<file path="src/rtl/sp_ram_pkg.sv">
// Shared types and helpers for the single-port RAM initiator.
package sp_ram_pkg;

    typedef enum logic [1:0] {
        SZ_BYTE = 2'd0,
        SZ_HALF = 2'd1,
        SZ_WORD = 2'd2
    } size_e;

    typedef enum logic {
        IDLE  = 1'b0,
        SPLIT = 1'b1
    } state_e;

    // Size code 3 falls into the default branch and behaves as a word.
    function automatic logic [3:0] size_mask(input logic [1:0] size);
        case (size)
            SZ_BYTE: size_mask = 4'b0001;
            SZ_HALF: size_mask = 4'b0011;
            default: size_mask = 4'b1111;
        endcase
    endfunction

    function automatic logic is_misaligned(input logic [1:0] size, input logic [1:0] off);
        is_misaligned = ((size == SZ_HALF) && (off == 2'd3)) || (size[1] && (off != 2'd0));
    endfunction

endpackage

</file>
<file path="src/rtl/sp_ram_lane_align.sv">
// Combinational lane steering: write rotate / byte enables, read merge / shift / extend.
module sp_ram_lane_align
    import sp_ram_pkg::*;
(
    input  logic [1:0]  wr_off,
    input  logic [1:0]  wr_size,
    input  logic [31:0] wr_data,
    output logic [7:0]  ext_be,
    output logic [31:0] ext_wd,
    input  logic [1:0]  rd_off,
    input  logic [1:0]  rd_size,
    input  logic        rd_sign,
    input  logic [31:0] rd_lo,
    input  logic [31:0] rd_hi,
    output logic [31:0] rd_data
);

    logic [31:0] shifted;

    always_comb begin
        ext_be = {4'b0000, size_mask(wr_size)} << wr_off;
        case (wr_off)
            2'd0:    ext_wd = wr_data;
            2'd1:    ext_wd = {wr_data[23:0], wr_data[31:24]};
            2'd2:    ext_wd = {wr_data[15:0], wr_data[31:16]};
            default: ext_wd = {wr_data[7:0],  wr_data[31:8]};
        endcase
    end

    // The two RAM words form a 64-bit window; the access starts at byte rd_off of it.
    always_comb begin
        shifted = 32'({rd_hi, rd_lo} >> {rd_off, 3'b000});
        case (rd_size)
            SZ_BYTE: rd_data = {{24{rd_sign & shifted[7]}}, shifted[7:0]};
            SZ_HALF: rd_data = {{16{rd_sign & shifted[15]}}, shifted[15:0]};
            default: rd_data = shifted;
        endcase
    end

endmodule

</file>
<file path="src/rtl/sp_ram_initiator.sv">
// Core req/gnt/rvalid load-store port to single-port RAM; splits misaligned accesses in two.
module sp_ram_initiator
    import sp_ram_pkg::*;
#(
    parameter int ADDR_WIDTH = 8
) (
    input  logic                  clk,
    input  logic                  rst,
    input  logic                  req_i,
    input  logic [ADDR_WIDTH-1:0] addr_i,
    input  logic                  we_i,
    input  logic [1:0]            size_i,
    input  logic                  sign_i,
    input  logic [31:0]           wdata_i,
    output logic                  gnt_o,
    output logic                  rvalid_o,
    output logic [31:0]           rdata_o,
    output logic                  ram_en_o,
    output logic [ADDR_WIDTH-1:0] ram_addr_o,
    output logic                  ram_we_o,
    output logic [3:0]            ram_be_o,
    output logic [31:0]           ram_wdata_o,
    input  logic [31:0]           ram_rdata_i
);

    localparam int WORD_W = ADDR_WIDTH - 2;

    state_e                state, state_nxt;
    logic                  latch;

    logic [ADDR_WIDTH-1:0] l_addr;
    logic                  l_we;
    logic [1:0]            l_size;
    logic                  l_sign;
    logic [31:0]           l_wdata;

    logic [ADDR_WIDTH-1:0] cur_addr;
    logic                  cur_we;
    logic [1:0]            cur_size;
    logic                  cur_sign;
    logic [31:0]           cur_wdata;
    logic [WORD_W-1:0]     word, word_inc;
    logic                  mis;

    logic                  p_valid, p_we, p_sign, p_split;
    logic [1:0]            p_off, p_size;
    logic [31:0]           hold;

    logic [7:0]            ext_be;
    logic [31:0]           ext_wd, rd_fmt, rd_lo;

    // SPLIT works purely from the latched copy, so req_i changes there are ignored.
    always_comb begin
        if (state == SPLIT) begin
            cur_addr  = l_addr;
            cur_we    = l_we;
            cur_size  = l_size;
            cur_sign  = l_sign;
            cur_wdata = l_wdata;
        end else begin
            cur_addr  = addr_i;
            cur_we    = we_i;
            cur_size  = size_i;
            cur_sign  = sign_i;
            cur_wdata = wdata_i;
        end
        word     = cur_addr[ADDR_WIDTH-1:2];
        word_inc = word + WORD_W'(1);
        mis      = is_misaligned(cur_size, cur_addr[1:0]);
    end

    assign rd_lo = p_split ? hold : ram_rdata_i;

    sp_ram_lane_align u_align (
        .wr_off  (cur_addr[1:0]),
        .wr_size (cur_size),
        .wr_data (cur_wdata),
        .ext_be  (ext_be),
        .ext_wd  (ext_wd),
        .rd_off  (p_off),
        .rd_size (p_size),
        .rd_sign (p_sign),
        .rd_lo   (rd_lo),
        .rd_hi   (ram_rdata_i),
        .rd_data (rd_fmt)
    );

    always_comb begin
        state_nxt   = state;
        latch       = 1'b0;
        gnt_o       = 1'b0;
        ram_en_o    = 1'b0;
        ram_addr_o  = '0;
        ram_be_o    = '0;
        if (!rst) begin
            case (state)
                IDLE: begin
                    if (req_i) begin
                        ram_en_o   = 1'b1;
                        ram_addr_o = {word, 2'b00};
                        ram_be_o   = ext_be[3:0];
                        if (mis) begin
                            latch     = 1'b1;
                            state_nxt = SPLIT;
                        end else begin
                            gnt_o = 1'b1;
                        end
                    end
                end
                SPLIT: begin
                    ram_en_o   = 1'b1;
                    ram_addr_o = {word_inc, 2'b00};
                    ram_be_o   = ext_be[7:4];
                    gnt_o      = 1'b1;
                    state_nxt  = IDLE;
                end
                default: state_nxt = IDLE;
            endcase
        end
        ram_we_o    = ram_en_o & cur_we;
        ram_wdata_o = ram_en_o ? ext_wd : '0;
    end

    assign rvalid_o = p_valid & ~rst;
    assign rdata_o  = (rvalid_o && !p_we) ? rd_fmt : '0;

    always_ff @(posedge clk) begin
        if (rst) begin
            state   <= IDLE;
            l_addr  <= '0;
            l_we    <= 1'b0;
            l_size  <= '0;
            l_sign  <= 1'b0;
            l_wdata <= '0;
            p_valid <= 1'b0;
            p_we    <= 1'b0;
            p_sign  <= 1'b0;
            p_split <= 1'b0;
            p_off   <= '0;
            p_size  <= '0;
            hold    <= '0;
        end else begin
            state   <= state_nxt;
            p_valid <= gnt_o;
            p_split <= (state == SPLIT);
            if (latch) begin
                l_addr  <= addr_i;
                l_we    <= we_i;
                l_size  <= size_i;
                l_sign  <= sign_i;
                l_wdata <= wdata_i;
            end
            if (gnt_o) begin
                p_we   <= cur_we;
                p_sign <= cur_sign;
                p_off  <= cur_addr[1:0];
                p_size <= cur_size;
            end
            if (state == SPLIT) begin
                hold <= ram_rdata_i;
            end
        end
    end

endmodule
</file>
<file path="config.mk">
export PLATFORM = sky130hd
export DESIGN_NAME = sp_ram_initiator
export DESIGN_NICKNAME = d
export VERILOG_FILES = /design/src/rtl/sp_ram_pkg.sv /design/src/rtl/sp_ram_lane_align.sv /design/src/rtl/sp_ram_initiator.sv
export SDC_FILE = /design/constraint.sdc
export NUM_CORES = 1
export LEC_CHECK = 0
export BUFFER_PORTS_ARGS = -buffer_cell sky130_fd_sc_hd__buf_4
export CELL_PAD_IN_SITES_DETAIL_PLACEMENT = 1
export CELL_PAD_IN_SITES_GLOBAL_PLACEMENT = 1
export CORE_ASPECT_RATIO = 1.2
export CORE_MARGIN = 4
export CORE_UTILIZATION = 35
export DETAILED_ROUTE_END_ITERATION = 7
export PLACE_DENSITY = 0.79
export SLEW_MARGIN = 20
export SYNTH_ARGS = -nofsm -noshare
export SYNTH_HDL_FRONTEND = slang
export SYNTH_SLANG_ARGS = --single-unit
</file>
<file path="constraint.sdc">
create_clock -name clk -period 4.6 [get_ports clk]
set_clock_uncertainty 0.05 [all_clocks]
set_input_delay 0 -clock clk [delete_from_list [all_inputs] [get_ports clk]]
set_output_delay 0 -clock clk [all_outputs]
set_load 0.02 [all_outputs]
</file>
* Word-level counts from Yosys, hierarchy flattened *
Cells that the tools add are included.
W data, S select, Z words.

operators by class
  add/subtract/negate cells = 1
  eq/ne operators = 5
  shift-type cells = 2
  mux-type cells = 29
  bitwise operators = 6
  reduce and logical (&&, ||, !) cells = 9

operators with widths
  operator               count
  $mux W32               4
  $pmux W32 S3           1
  $pmux W32 S2           1
  $shr A64 B5 Y32        1
  $mux W8                3
  $pmux W4 S2            2
  $pmux W8 S2            1
  $mux W1                11
  $mux W4                2
  $shl A4 B2 Y8          1
  $add A6 B1 Y6 const B  1
  $eq A2 B1 Y1 const B   3
  $logic_not A2 Y1       3
  $pmux W1 S2            3
  $and A1 B1 Y1          4
  $eq A2 B2 Y1 const B   2
  $logic_and A1 B1 Y1    3
  $mux W2                1
  $not A1 Y1             2
  $reduce_bool A2 Y1     1
  $logic_not A1 Y1       1
  $logic_or A1 B1 Y1     1

storage, ports and cells
  flip-flop bits (word level) = 85
  bits of input ports = 79
  output and inout port bits = 80
  word-level logic and storage cells = 65

* Longest topological paths before layout *
Gate-level depths: netlist of run 1.

  depth in word-level cells = 8
  mapped depth = 10
  gate-level depth less buffers = 6

* Cells and area by module *
A second synthesis of run 1 with hierarchy kept.

second synthesis, totals
  cell total of the unflattened synthesis = 690
  area total of the unflattened synthesis = 6749.0 um^2

modules (own cells, without submodules)
  module             instances  cells an instance  area each (um^2)  seq. area each (um^2)
  sp_ram_initiator   1          537                4797.1            1701.6
  sp_ram_lane_align  1          153                1951.9            0.0

* Least setup slack after synthesis of run 1 *
OpenSTA, ideal clock, no wires.

  path kind = flip-flop to output port
  start point = register state
  end point = output ram_addr_o[4]
  arrival time = 2329 ps
  slack = 2221 ps
  stages on the path, launching flop included = 9
  path buffers = 4
  cell sequence = dfxtp_1 -> buf_6 -> buf_6 -> buf_2 -> buf_1 -> mux2_2 -> ha_1 -> xnor2_1 -> a211oi_1

on the way
  word-level cells in the longest chain between the ends = 4
  elaborated cells between the ends (all ways) = 6
  classes of those cells = add/sub: 1; mux: 4; bitwise: 1

ends and longest elaborated chain
  item                                             RTL line                                        text
  start: declaration                               sp_ram_initiator.sv:28                          state_e state, state_nxt;
  start signal: assignment                         sp_ram_initiator.sv:143                         state <= state_nxt;
  $mux W8                                          sp_ram_initiator.sv:54                          if (state == SPLIT) begin
  $add A6 B1 Y6 / $mux W8 (equally long branches)  sp_ram_initiator.sv:68, sp_ram_initiator.sv:98
  $pmux W8 S2 (*)                                  sp_ram_initiator.sv:96                          case (state)
  $mux W8 (*)                                      sp_ram_initiator.sv:95                          if (!rst) begin
  end: declaration                                 sp_ram_initiator.sv:19                          output logic [ADDR_WIDTH-1:0] ram_addr_o,

Mark *: on every way between the ends. The rest lies on a longest branch, timed or not.

* Worst setup path after layout of run 1 *
  start point = register p_split
  end point = output rdata_o[13]

on the way
  word-level cells in the longest chain between the ends = 5

ends and longest elaborated chain
  item                      RTL line                 text
  start: declaration        sp_ram_initiator.sv:45   logic p_valid, p_we, p_sign, p_split;
  start signal: assignment  sp_ram_initiator.sv:145  p_split <= (state == SPLIT);
  $mux W32 (*)              sp_ram_initiator.sv:72   assign rd_lo = p_split ? hold : ram_rdata_i;
  $shr A64 B5 Y32 (*)       sp_ram_lane_align.sv:32  shifted = 32'({rd_hi, rd_lo} >> {rd_off, 3'b000});
  $and A1 B1 Y1             sp_ram_lane_align.sv:34  SZ_BYTE: rd_data = {{24{rd_sign & shifted[7]}}, shifted[7:0]};
  $pmux W32 S2 (*)          sp_ram_lane_align.sv:33  case (rd_size)
  $mux W32 (*)              sp_ram_initiator.sv:125  assign rdata_o = (rvalid_o && !p_we) ? rd_fmt : '0;
  end: declaration          sp_ram_initiator.sv:17   output logic [31:0] rdata_o,

Marks and branches as above.

==> flow_summary.yaml, run 1 <==
clock_tree:
  clock_sinks: 85
  clock_insertion_delay_worst_skew_ns: 0.35
  tritoncts.num_buffers: 9
  cts_root_buffer: "clkbuf_16"
  clk_transition_reported_paths_ns: 0.07
  cts_buffer_depth: 2
  htree_num_levels: 3
  tritoncts: "yes"
placed_design:
  routabilityCongestion: 0.791
  place_hpwl_mm: 13.1
  placement.setup.worst_slack_ns: 1.88
  dpl_cell_area_um2: 7360
  place.port_buffers: 156
yosys:
  synth_top_cell_by_area: "dfxtp_1"
  synthTopCellsByArea: "dfxtp_1 (27%), mux2i_1 (16%), a22o_1 (11%), mux4_2 (8.7%), a211oi_1 (4.5%)"
  avgSynthCellArea_um2: 9.32
  synth_cells: 666
  synthesis.area_um2: 6210
  count_of_flip_flops_with_a_built_in_enable_after_synthesis: 0
  yosysWarningCount: 0
  top_ff_cell_synth: "dfxtp_1"
  async_reset_ff_frac: 0
  post_synth_num_cell_types: 51
  synth_top_area_share: 0.274
  synth-seq-cells: 85
  seq_area_frac_synth: 0.274
routing:
  drt-total-wl_mm: 19.9
  detailroute.via_count: 5994
  dr.pass1.iters: 4
  dr_iter_0_viols: 181
  vias_per_cell: 5.59
  ant_nets: 0
  route.detailed.drc: 0
  drt-wirelength-per-cell_um: 18.6
critical_path:
  worstPathMaxFanout: 24
  reg2regPathDepth: 5
  setup.worst_path.class: "flop to output port"
  start_kind: "flop"
  path_buf_inv: 1
  ff2ff_setup_slack_ns: 1.99
  critPathMaxStageDelay_ns: 0.89
  worst-path-stages: 5
  worst_r2r_endpoint: "l_wdata[9]"
  worst_ep_arrival_time_ns: 2.91
  worstSetupStartpoint: "p_split"
  timing.critical_path.to: "rdata_o[13]"
  cp.required_ns: 4.55
  worstSetupEndpointType: "output port"
  cp_slowest_cell: "dfxtp_1"
  timing.critical_path.cells: "mux2i_1, a2111oi_4, nand4_2, o21ai_1, buf_4"
  worst_r2r_startpoint: "state"
  cpLargestDelayFamily: "flip-flops"
global_route:
  global_route_wire_length_before_repair_mm: 33.0
  first_global_vias: 6400
  maximum_number_of_pins_on_one_net_before_global_route_repair: 94
  grt_use_total: 0.203
  globalRoute.totalOverflow: 0
  antenna_violations_before_repair: 0
sta:
  number_of_pins_exceeding_their_max_slew_limit_in_the_final_report: 0
  grt_setup_unrepaired: "no"
  slew_headroom: 0.250
  worst_pin_slew_ns: 1.11
  post-route-min-period_ns: 2.96
  setup_viol: 0
  postLayoutSetupSlackWorst_ns: 1.64
  hold_violations: 0
  post-route-period-util: 0.644
  finalSetupTns_ns: 0
  holdWs_ns: 0.0661
  timing.fmax_ghz: 0.337
floorplanning:
  design.die.area_um2: 19900
  chipWidth_um: 130
  coreArea_um2: 17400
  fp.dieH_um: 154
  num_io_pins: 159
  placement_rows: 53
  initial_util: 0.356
pwr:
  power_leakage_uw: 0.00330
  totalPowerFinal_uw: 2190
  power-per-cell-area_nw_per_um2: 261
  ir_drop_mv: 0.141
layout:
  area_growth_syn_to_layout_pct: 35.2
  drive_above_1_share: 0.275
  final_net_count: 927
  layout.cell_area.non_filler_um2: 8390
  diodes: 0
status:
  result_of_the_run: "finished, final reports clean"
min_path:
  holdCritPathClass: "input port to flop"
job:
  maxCapViolations: 0
[synthesized netlist by cell type (all sizes together) (20+ instances only)]
library cell and number:
a211oi 37, a21oi 41, a22o 76, buf 52
dfxtp 85, mux2 20, mux2i 102, mux4 24
nand2 24, nand3 21, nor2 57, nor2b 34
[routing by layer]
layer / routed length [um] / global-route usage / up-vias / share of wire
met1: 8390 / 0.241 / 2918 / 0.42
met2: 10100 / 0.357 / 159 / 0.51
met5: 0 / 0 / - / 0
li1: - / - / 2878 / -
met4: 463 / 0.0688 / 0 / 0.023
met3: 991 / 0.0445 / 39 / 0.050
[worst register-to-register path: stages (launching register included)]
cell and delay (ns):
dfxtp_4 0.64, mux2i_1 0.28, nor3_1 0.41, o21ba_1 0.47
buf_4 0.46, a22o_1 0.24
[state kept, by name (all words and copies together), names as in the netlist]
register,flops
l_we,1
p_valid,1
l_sign,1
p_split,1
hold,32
p_off,2
state,1
p_size,2
l_wdata,32
p_we,1
p_sign,1
l_addr,8
l_size,2
[cell families after synthesis]
kind of cell    count (synthesis)  synth area share
simple gates                  159             0.127
mux                           146             0.292
xor+xnor                        4           0.00564
buf+inv                        76            0.0637
fa+ha+maj                       1           0.00202
compound gates                194             0.235
other cells                     1          0.000604
flops                          85             0.274
[final cells by class]
cell class / count / area (um^2)
fill: 2008 / 9050
timing repair buffer: 238 / 1980
clock buffer: 10 / 239
tap: 220 / 275
multi-input combinational: 506 / 4120
sequential: 85 / 1710
clock inverter: 6 / 45.0
inverter: 7 / 26.3
[metrics by stage]
step	cells	utilization
after floorplan	667	-
after global routing	1072	0.481
final	1072	0.481
after CTS	1072	0.481
after global placement	982	0.422
after detailed placement	982	0.422
[report_power, final]
part | internal, uW | switching, uW | leakage, uW | total, uW
sequential | 785 | 55.2 | 0.000695 | 841
combinational | 320 | 327 | 0.00246 | 647
clock | 384 | 317 | 0.000143 | 701
[how the worst min path moves through the flow]
stage	start	end	slack, ns	depth (start not counted)
2_1_floorplan	rst	rvalid_o	0.03	1
3_3_place_gp	sign_i	l_sign	0.18	2
3_5_place_dp	sign_i	l_sign	0.18	2
4_1_cts	addr_i[1]	p_size[1]	0.05	4
5_1_grt	addr_i[1]	p_size[1]	0.08	4
6_report	addr_i[1]	p_size[1]	0.07	4
[placed cells by master (no fill, tap or decap), types with 21 or more instances in the layout]
cell type      instances
buf_4                163
mux2i_1               99
dfxtp_1               81
a22o_1                76
dlygate4sd3_1         74
nor2_1                54
a21oi_1               41
a211oi_1              37
nor2b_1               34
nand2_1               24
mux4_2                24
nand3_1               21
[timing repair]
| action | in CTS | in global routing |
|---|---|---|
| setup buffers | 0 | 0 |
| resized for setup | 0 | 0 |
| hold buffers | 74 | 0 |
| hold endpoints to repair | 74 | 0 |
No activity file was read; power rests on OpenSTA's default activity.
==> run 2: changes to the inputs <==
- ABC_AREA: default -> 1
- CORE_UTILIZATION: 35 -> 33
- PLACE_DENSITY: 0.79 -> 0.85
- clock period: 4.6 -> 2.7 ns (I/O delays scaled with it)
==> run 2 against run 1 <==
Compared with the run above:
- routed wire length is 39% higher
- sequential share of layout area is 0.97 points lower
- critical path depth is 2 higher
- global-route usage is 4.8 points higher
- cell count is 43% higher
- via count is 37% higher
- first-iteration DRC count grew to 2.7 times the previous value
- critical path type unchanged
- largest cell class unchanged
- highest routed layer unchanged
==> flow_summary.yaml, run 2 <==
critical_path:
  cp.required_ns: 2.65
  cp_slowest_cell: "o21ai_4"
  worstSetupEndpointType: "output port"
  critical-path-top-cell-by-count: "buf_4"
  start_kind: "flop"
  critPathMaxStageDelay_ns: 0.47
  worstPathMaxFanout: 32
  worst_ep_arrival_time_ns: 2.44
  timing.critical_path.cells: "o21ai_4, nand2_1, buf_4, o22ai_1, inv_1, a21oi_1, buf_4"
  setup.worst_path.class: "flop to output port"
yosys:
  post_synth_num_cell_types: 30
  yosys-mux-area-fraction: 0.00157
  yosysWarningCount: 0
  synth_top_family_by_area: "compound AO/OA/AOI/OAI gates"
  count_of_flip_flops_with_a_built_in_enable_after_synthesis: 0
  synthesis.area_um2: 6370
  top_ff_cell_synth: "dfxtp_1"
  synth-seq-cells: 85
  ys_top_cells_by_count: "nand2_1 (186), inv_1 (161), o21ai_0 (153)"
  avgSynthCellArea_um2: 5.87
  synth_cells: 1085
  synth-xor-area-share: 0
  synth_top_cell_by_area: "dfxtp_1"
  synth_top_area_share: 0.267
  synthAdderAreaFrac: 0.00197
  synthTopCellsByArea: "dfxtp_1 (27%), o21ai_0 (12%), nand2_1 (11%), nand3_1 (10%), inv_1 (9.5%)"
  seq_area_frac_synth: 0.267
  post_synth_and_or_nand_nor_area_fraction: 0.259
  synth_compound_gate_area_share: 0.311
  yosysMostFrequentCell: "nand2_1"
  async_reset_ff_frac: 0
sta:
  finalSetupTns_ns: 0
  slew_headroom: 0.374
  hold_violations: 0
  timing.fmax_ghz: 0.401
  grt_setup_unrepaired: "no"
  worst_pin_slew_ns: 0.938
  setup_viol: 0
  post-route-min-period_ns: 2.49
  post-route-period-util: 0.923
  number_of_pins_exceeding_their_max_slew_limit_in_the_final_report: 0
global_route:
  antenna_violations_before_repair: 0
  first_global_vias: 8428
  grt_use_total: 0.251
  maximum_number_of_pins_on_one_net_before_global_route_repair: 67
  globalRoute.totalOverflow: 0
  global_route_wire_length_before_repair_mm: 43.7
layout:
  largest_registers_ranked_by_flip_flop_count: "hold x32, l_wdata x32, l_addr x8"
  layout_common_cells: "nand2_1 (185), buf_4 (179), inv_1 (160)"
  mostFrequentLayoutCell: "nand2_1"
  area_growth_syn_to_layout_pct: 38.1
  fillerInstances: 2524
  diodes: 0
  drive_above_1_share: 0.167
  final_net_count: 1351
routing:
  ant_nets: 0
  drt-wirelength-per-cell_um: 18.1
  route.detailed.drc: 0
  drt-total-wl_mm: 27.8
  detailroute.via_count: 8197
  vias_per_cell: 5.35
  dr_iter_0_viols: 490
  dr.pass1.iters: 5
floorplanning:
  design.die.area_um2: 21600
  fp.dieH_um: 160
  coreArea_um2: 18900
  placement_rows: 55
  chipWidth_um: 135
  num_io_pins: 159
  initial_util: 0.336
pwr:
  power-per-cell-area_nw_per_um2: 448
  totalPowerFinal_uw: 3940
  power_leakage_uw: 0.00418
  ir_drop_mv: 0.273
clock_tree:
  cts_root_buffer: "clkbuf_16"
  tritoncts: "yes"
  htree_num_levels: 3
  cts_buffer_depth: 2
  clock_insertion_delay_worst_skew_ns: 0.35
  tritoncts.num_buffers: 9
  clock_sinks: 85
  clk_transition_reported_paths_ns: 0.06
placed_design:
  routabilityCongestion: 0.940
  place.port_buffers: 156
  place_hpwl_mm: 18.6
status:
  result_of_the_run: "finished, final reports clean"
min_path:
  holdCritPathClass: "input port to output port"
job:
  maxCapViolations: 0
run 2: cell types whose count changed after synthesis, sizes merged, moves of 34 or more:
cell / previous run / this run
o21ai: 14 / 191
nand2: 24 / 188
inv: 7 / 164
nand3: 21 / 128
mux2i: 102 / 1
a22o: 76 / 0
a21oi: 41 / 87
a211oi: 37 / 0
nor2b: 34 / 0
run 2: cell families after synthesis:
family                     Yosys count
other                                1
and+or+nand+nor                    385
muxes                                1
DFF                                 85
buffers and inverters              250
adders and majority gates            1
AOI/OAI and AO/OA                  362
run 2: layout make-up:
class / instances / area, um^2 / area share
well taps: 256 / 320 / 0.0364
inverters: 164 / 616 / 0.0700
flip-flops and latches: 85 / 1710 / 0.194
clock inverters: 6 / 68.8 / 0.00783
repair buffers: 259 / 2160 / 0.245
multi-input cells: 752 / 3690 / 0.419
clock buffers: 10 / 239 / 0.0272
run 2: worst paths after layout:
kind | startpoint | cells past startpoint | slack, ns | endpoint
min | req_i | 4 | 0.36 | ram_addr_o[2]
max | state | 7 | 0.21 | ram_wdata_o[15]
min reg2reg | l_sign | 2 | 0.42 | l_sign
max reg2reg | state | 11 | 0.52 | l_addr[7]
run 2: what timing repair did:
item	4_1_cts	5_1_grt
gates cloned	0	1
hold buffers	77	0
setup buffers	0	1
pin swaps	0	1
resized for setup	1	4
hold endpoints to repair	78	0
setup endpoints to repair	16	26
run 2: layer usage:
layer | wire (um) | vias up | global-route usage
li1 | - | 3950 | -
met1 | 11100 | 3922 | 0.290
met2 | 14200 | 269 | 0.460
met3 | 1570 | 56 | 0.0410
met4 | 910 | 0 | 0.0894
met5 | 0 | - | 0
run 2: worst max-delay path: cells and delay by family (launching register included):
kind | cells | cell delay [ns]
AO/OA/AOI/OAI | 3 | 0.98
buffers and inverters | 3 | 0.54
flip-flops | 1 | 0.42
AND/OR/NAND/NOR | 1 | 0.13
run 2: metrics by stage:
| step | util | cell area [um^2] | setup slack (ns) | hold slack [ns] | cells |
|---|---|---|---|---|---|
| after floorplan | - | 6370 | 0.766 | 0.0605 | 1086 |
| after global routing | 0.465 | 8790 | 0.0593 | 0.373 | 1532 |
| after detailed placement | 0.406 | 7670 | 0.331 | 0.178 | 1437 |
| after CTS | 0.463 | 8760 | 0.0938 | 0.353 | 1530 |
| final | 0.465 | 8790 | 0.207 | 0.359 | 1532 |
| after global placement | 0.406 | 7670 | 0.417 | 0.172 | 1437 |
run 2: where the power goes:
group / internal [uW] / total, uW / switching (uW)
registers: 1330 / 1380 / 48.6
clock network: 750 / 1320 / 574
logic: 473 / 1230 / 760
total: 2550 / 3940 / 1380
==> run 3: changes to the inputs <==
- PLACE_DENSITY: 0.85 -> 0.84
- SYNTH_HIERARCHICAL: default -> 1
==> run 3 against run 2 <==
Compared with the run above:
- routed wire length grew 0.75%
- cell count is 7.8% higher
- core utilization down 1.7 points
- die area increased by 7.9%
- clock-buffer cell count up 3
- sequential cell count did not move
- via count up 3.8%
- worst hold slack lost 0.31 ns
- critical endpoint is now ram_addr_o[4]
==> flow_summary.yaml, run 3 <==
yosys:
  top_ff_cell_synth: "dfxtp_1"
  post_synth_num_cell_types: 37
  yosysMostFrequentCell: "nand2_1"
  synthesis.area_um2: 6900
  avgSynthCellArea_um2: 5.72
  synth-seq-cells: 85
  synth_top_area_share: 0.247
  synth_top_cell_by_area: "dfxtp_1"
  ys_top_cells_by_count: "nand2_1 (398), inv_1 (147), nand3_1 (110)"
  async_reset_ff_frac: 0
  synth_cells: 1206
  synthTopCellsByArea: "dfxtp_1 (25%), nand2_1 (22%), inv_1 (8.0%), nand3_1 (8.0%), a21oi_1 (5.9%)"
  yosysWarningCount: 6
  seq_area_frac_synth: 0.247
  count_of_flip_flops_with_a_built_in_enable_after_synthesis: 0
critical_path:
  timing.critical_path.cells: "buf_6, nor2_1, a21oi_1, inv_1, ha_1, nand2_1, nor2_1, a311oi_1, buf_4"
  critical-path-top-cell-by-count: "nor2_1"
  setup.worst_path.class: "flop to output port"
  critPathMaxStageDelay_ns: 0.49
  ff2ff_setup_slack_ns: 0.34
  cp.required_ns: 2.65
  worstSetupEndpointType: "output port"
  reg2regPathDepth: 9
  cp_slowest_cell: "dfxtp_4"
  worst_ep_arrival_time_ns: 2.48
  worstPathMaxFanout: 27
  worst_r2r_startpoint: "state"
  worst_r2r_endpoint: "l_addr[2]"
  start_kind: "flop"
routing:
  ant_nets: 0
  drt-total-wl_mm: 28.0
  route.detailed.drc: 0
  dr.pass1.iters: 5
  detailroute.via_count: 8508
  vias_per_cell: 5.15
  drt-wirelength-per-cell_um: 16.9
  dr_iter_0_viols: 412
pwr:
  total_switching_power_uw: 1500
  power-per-cell-area_nw_per_um2: 443
  clk_network_pwr_share: 0.302
  cell_internal_pwr_uw: 2540
  power.combinational.fraction: 0.355
  share_of_power_burned_in_registers: 0.343
  power_leakage_uw: 0.00445
  ir_drop_mv: 0.372
  totalPowerFinal_uw: 4040
  power.share.switching: 0.372
min_path:
  hp-start: "req_i"
  hold_depth: 5
  hold-path-endpoint: "l_addr[6]"
  holdCritPathClass: "input port to flop"
placed_design:
  place_hpwl_mm: 18.7
  routabilityCongestion: 0.822
  placement.setup.worst_slack_ns: 0.440
  place.port_buffers: 156
  dpl_cell_area_um2: 8080
clock_tree:
  clk_transition_reported_paths_ns: 0.07
  cts_root_buffer: "clkbuf_16"
  tritoncts: "yes"
  htree_num_levels: 3
  clock_insertion_delay_worst_skew_ns: 0.35
  clock_sinks: 85
  tritoncts.num_buffers: 9
  cts_buffer_depth: 2
sta:
  hold_violations: 0
  postLayoutSetupSlackWorst_ns: 0.172
  worst_pin_slew_ns: 0.614
  setup_viol: 0
  grt_setup_unrepaired: "no"
  post-route-period-util: 0.936
  finalSetupTns_ns: 0
  number_of_pins_exceeding_their_max_slew_limit_in_the_final_report: 0
  timing.fmax_ghz: 0.396
  slew_headroom: 0.589
  post-route-min-period_ns: 2.53
global_route:
  maximum_number_of_pins_on_one_net_before_global_route_repair: 67
  first_global_vias: 8929
  globalRoute.totalOverflow: 0
  grt_use_total: 0.235
  global_route_wire_length_before_repair_mm: 45.4
  antenna_violations_before_repair: 0
floorplanning:
  placement_rows: 57
  fp.dieH_um: 166
  initial_util: 0.338
  coreArea_um2: 20400
  design.die.area_um2: 23300
  num_io_pins: 159
  chipWidth_um: 140
layout:
  layout_common_cells: "nand2_1 (398), buf_4 (175), inv_1 (147)"
  drive_above_1_share: 0.172
  diodes: 0
  final_net_count: 1461
  layout.cell_area.non_filler_um2: 9130
  mostFrequentLayoutCell: "nand2_1"
  largest_registers_ranked_by_flip_flop_count: "hold x32, l_wdata x32, l_addr x8"
  area_growth_syn_to_layout_pct: 32.3
status:
  result_of_the_run: "finished, final reports clean"
job:
  maxCapViolations: 0
==> run 3: cell types whose count changed after synthesis, sizes merged, moves of 32 or more <==
cell	before	now
o22ai	33	1
o21a	32	0
o21ai	191	84
o2111ai	0	32
nor2	62	110
nand2	188	412
==> run 3: what timing repair did <==
item | CTS | global route
endpoints found under the setup margin | 0 | 32
setup buffers | 0 | 0
hold buffers | 76 | 0
gates resized for setup | 0 | 5
endpoints found under the hold margin | 76 | 0
==> run 3: kinds of logic (layout without fill, tap and decap cells) <==
kind of cell	Yosys count	in the layout	share of synthesized area
adders and majority gates	1	1	0.00181
and+or+nand+nor	656	656	0.409
buffers and inverters	247	426	0.159
other	2	3	0.00109
muxes	2	2	0.00290
DFF	85	85	0.247
AOI/OAI and AO/OA	213	213	0.180
==> run 3: through the flow <==
stage	hold slack, ns	cells	utilization
after floorplan	0.0370	1207	-
after global placement	0.151	1559	0.396
after detailed placement	0.168	1559	0.396
after CTS	0.0389	1651	0.447
after global routing	0.0688	1651	0.447
final	0.0478	1651	0.447
==> run 3: routing by layer <==
metal / vias to the layer above / track usage / part of all wire
met1: 4020 / 0.269 / 0.41
met2: 264 / 0.429 / 0.50
met5: - / 0 / 0
met3: 57 / 0.0413 / 0.053
met4: 0 / 0.0999 / 0.040
li1: 4167 / - / -
==> run 3: worst max-delay path by stage <==
stage | startpoint | end | slack [ns] | cells past startpoint
floorplan | p_split | rdata_o[21] | 0.71 | 11
global placement | state | ram_addr_o[6] | 0.45 | 10
detailed placement | state | l_addr[2] | 0.44 | 9
CTS | state | ram_addr_o[6] | 0.07 | 10
global route | state | ram_addr_o[6] | 0.006 | 10
finish | state | ram_addr_o[4] | 0.17 | 9
==> run 3: cell type report <==
cell class | count | area (um^2)
clock inverter | 3 | 20.0
inverter | 158 | 609
tap | 265 | 332
timing repair buffer | 252 | 2090
fill | 2802 | 11300
multi-input combinational | 875 | 4110
sequential | 85 | 1710
clock buffer | 13 | 260
==> run 3: power groups by stage <==
stage               Combinational [uW]  Sequential [uW]  Clock [uW]
floorplan                          914             1400           0
global placement                  1280             1410           0
detailed placement                1310             1410           0
CTS                               1410             1390        1250
global route                      1580             1400        1310
finish                            1430             1390        1220
==> run 3: worst max-delay path: cells and delay by family, from the launching register on <==
kind | cells | cell delay (ns)
adders and majority gates | 1 | 0.19
DFF | 1 | 0.49
AOI/OAI and AO/OA | 2 | 0.63
and+or+nand+nor | 3 | 0.24
buffers and inverters | 3 | 0.57
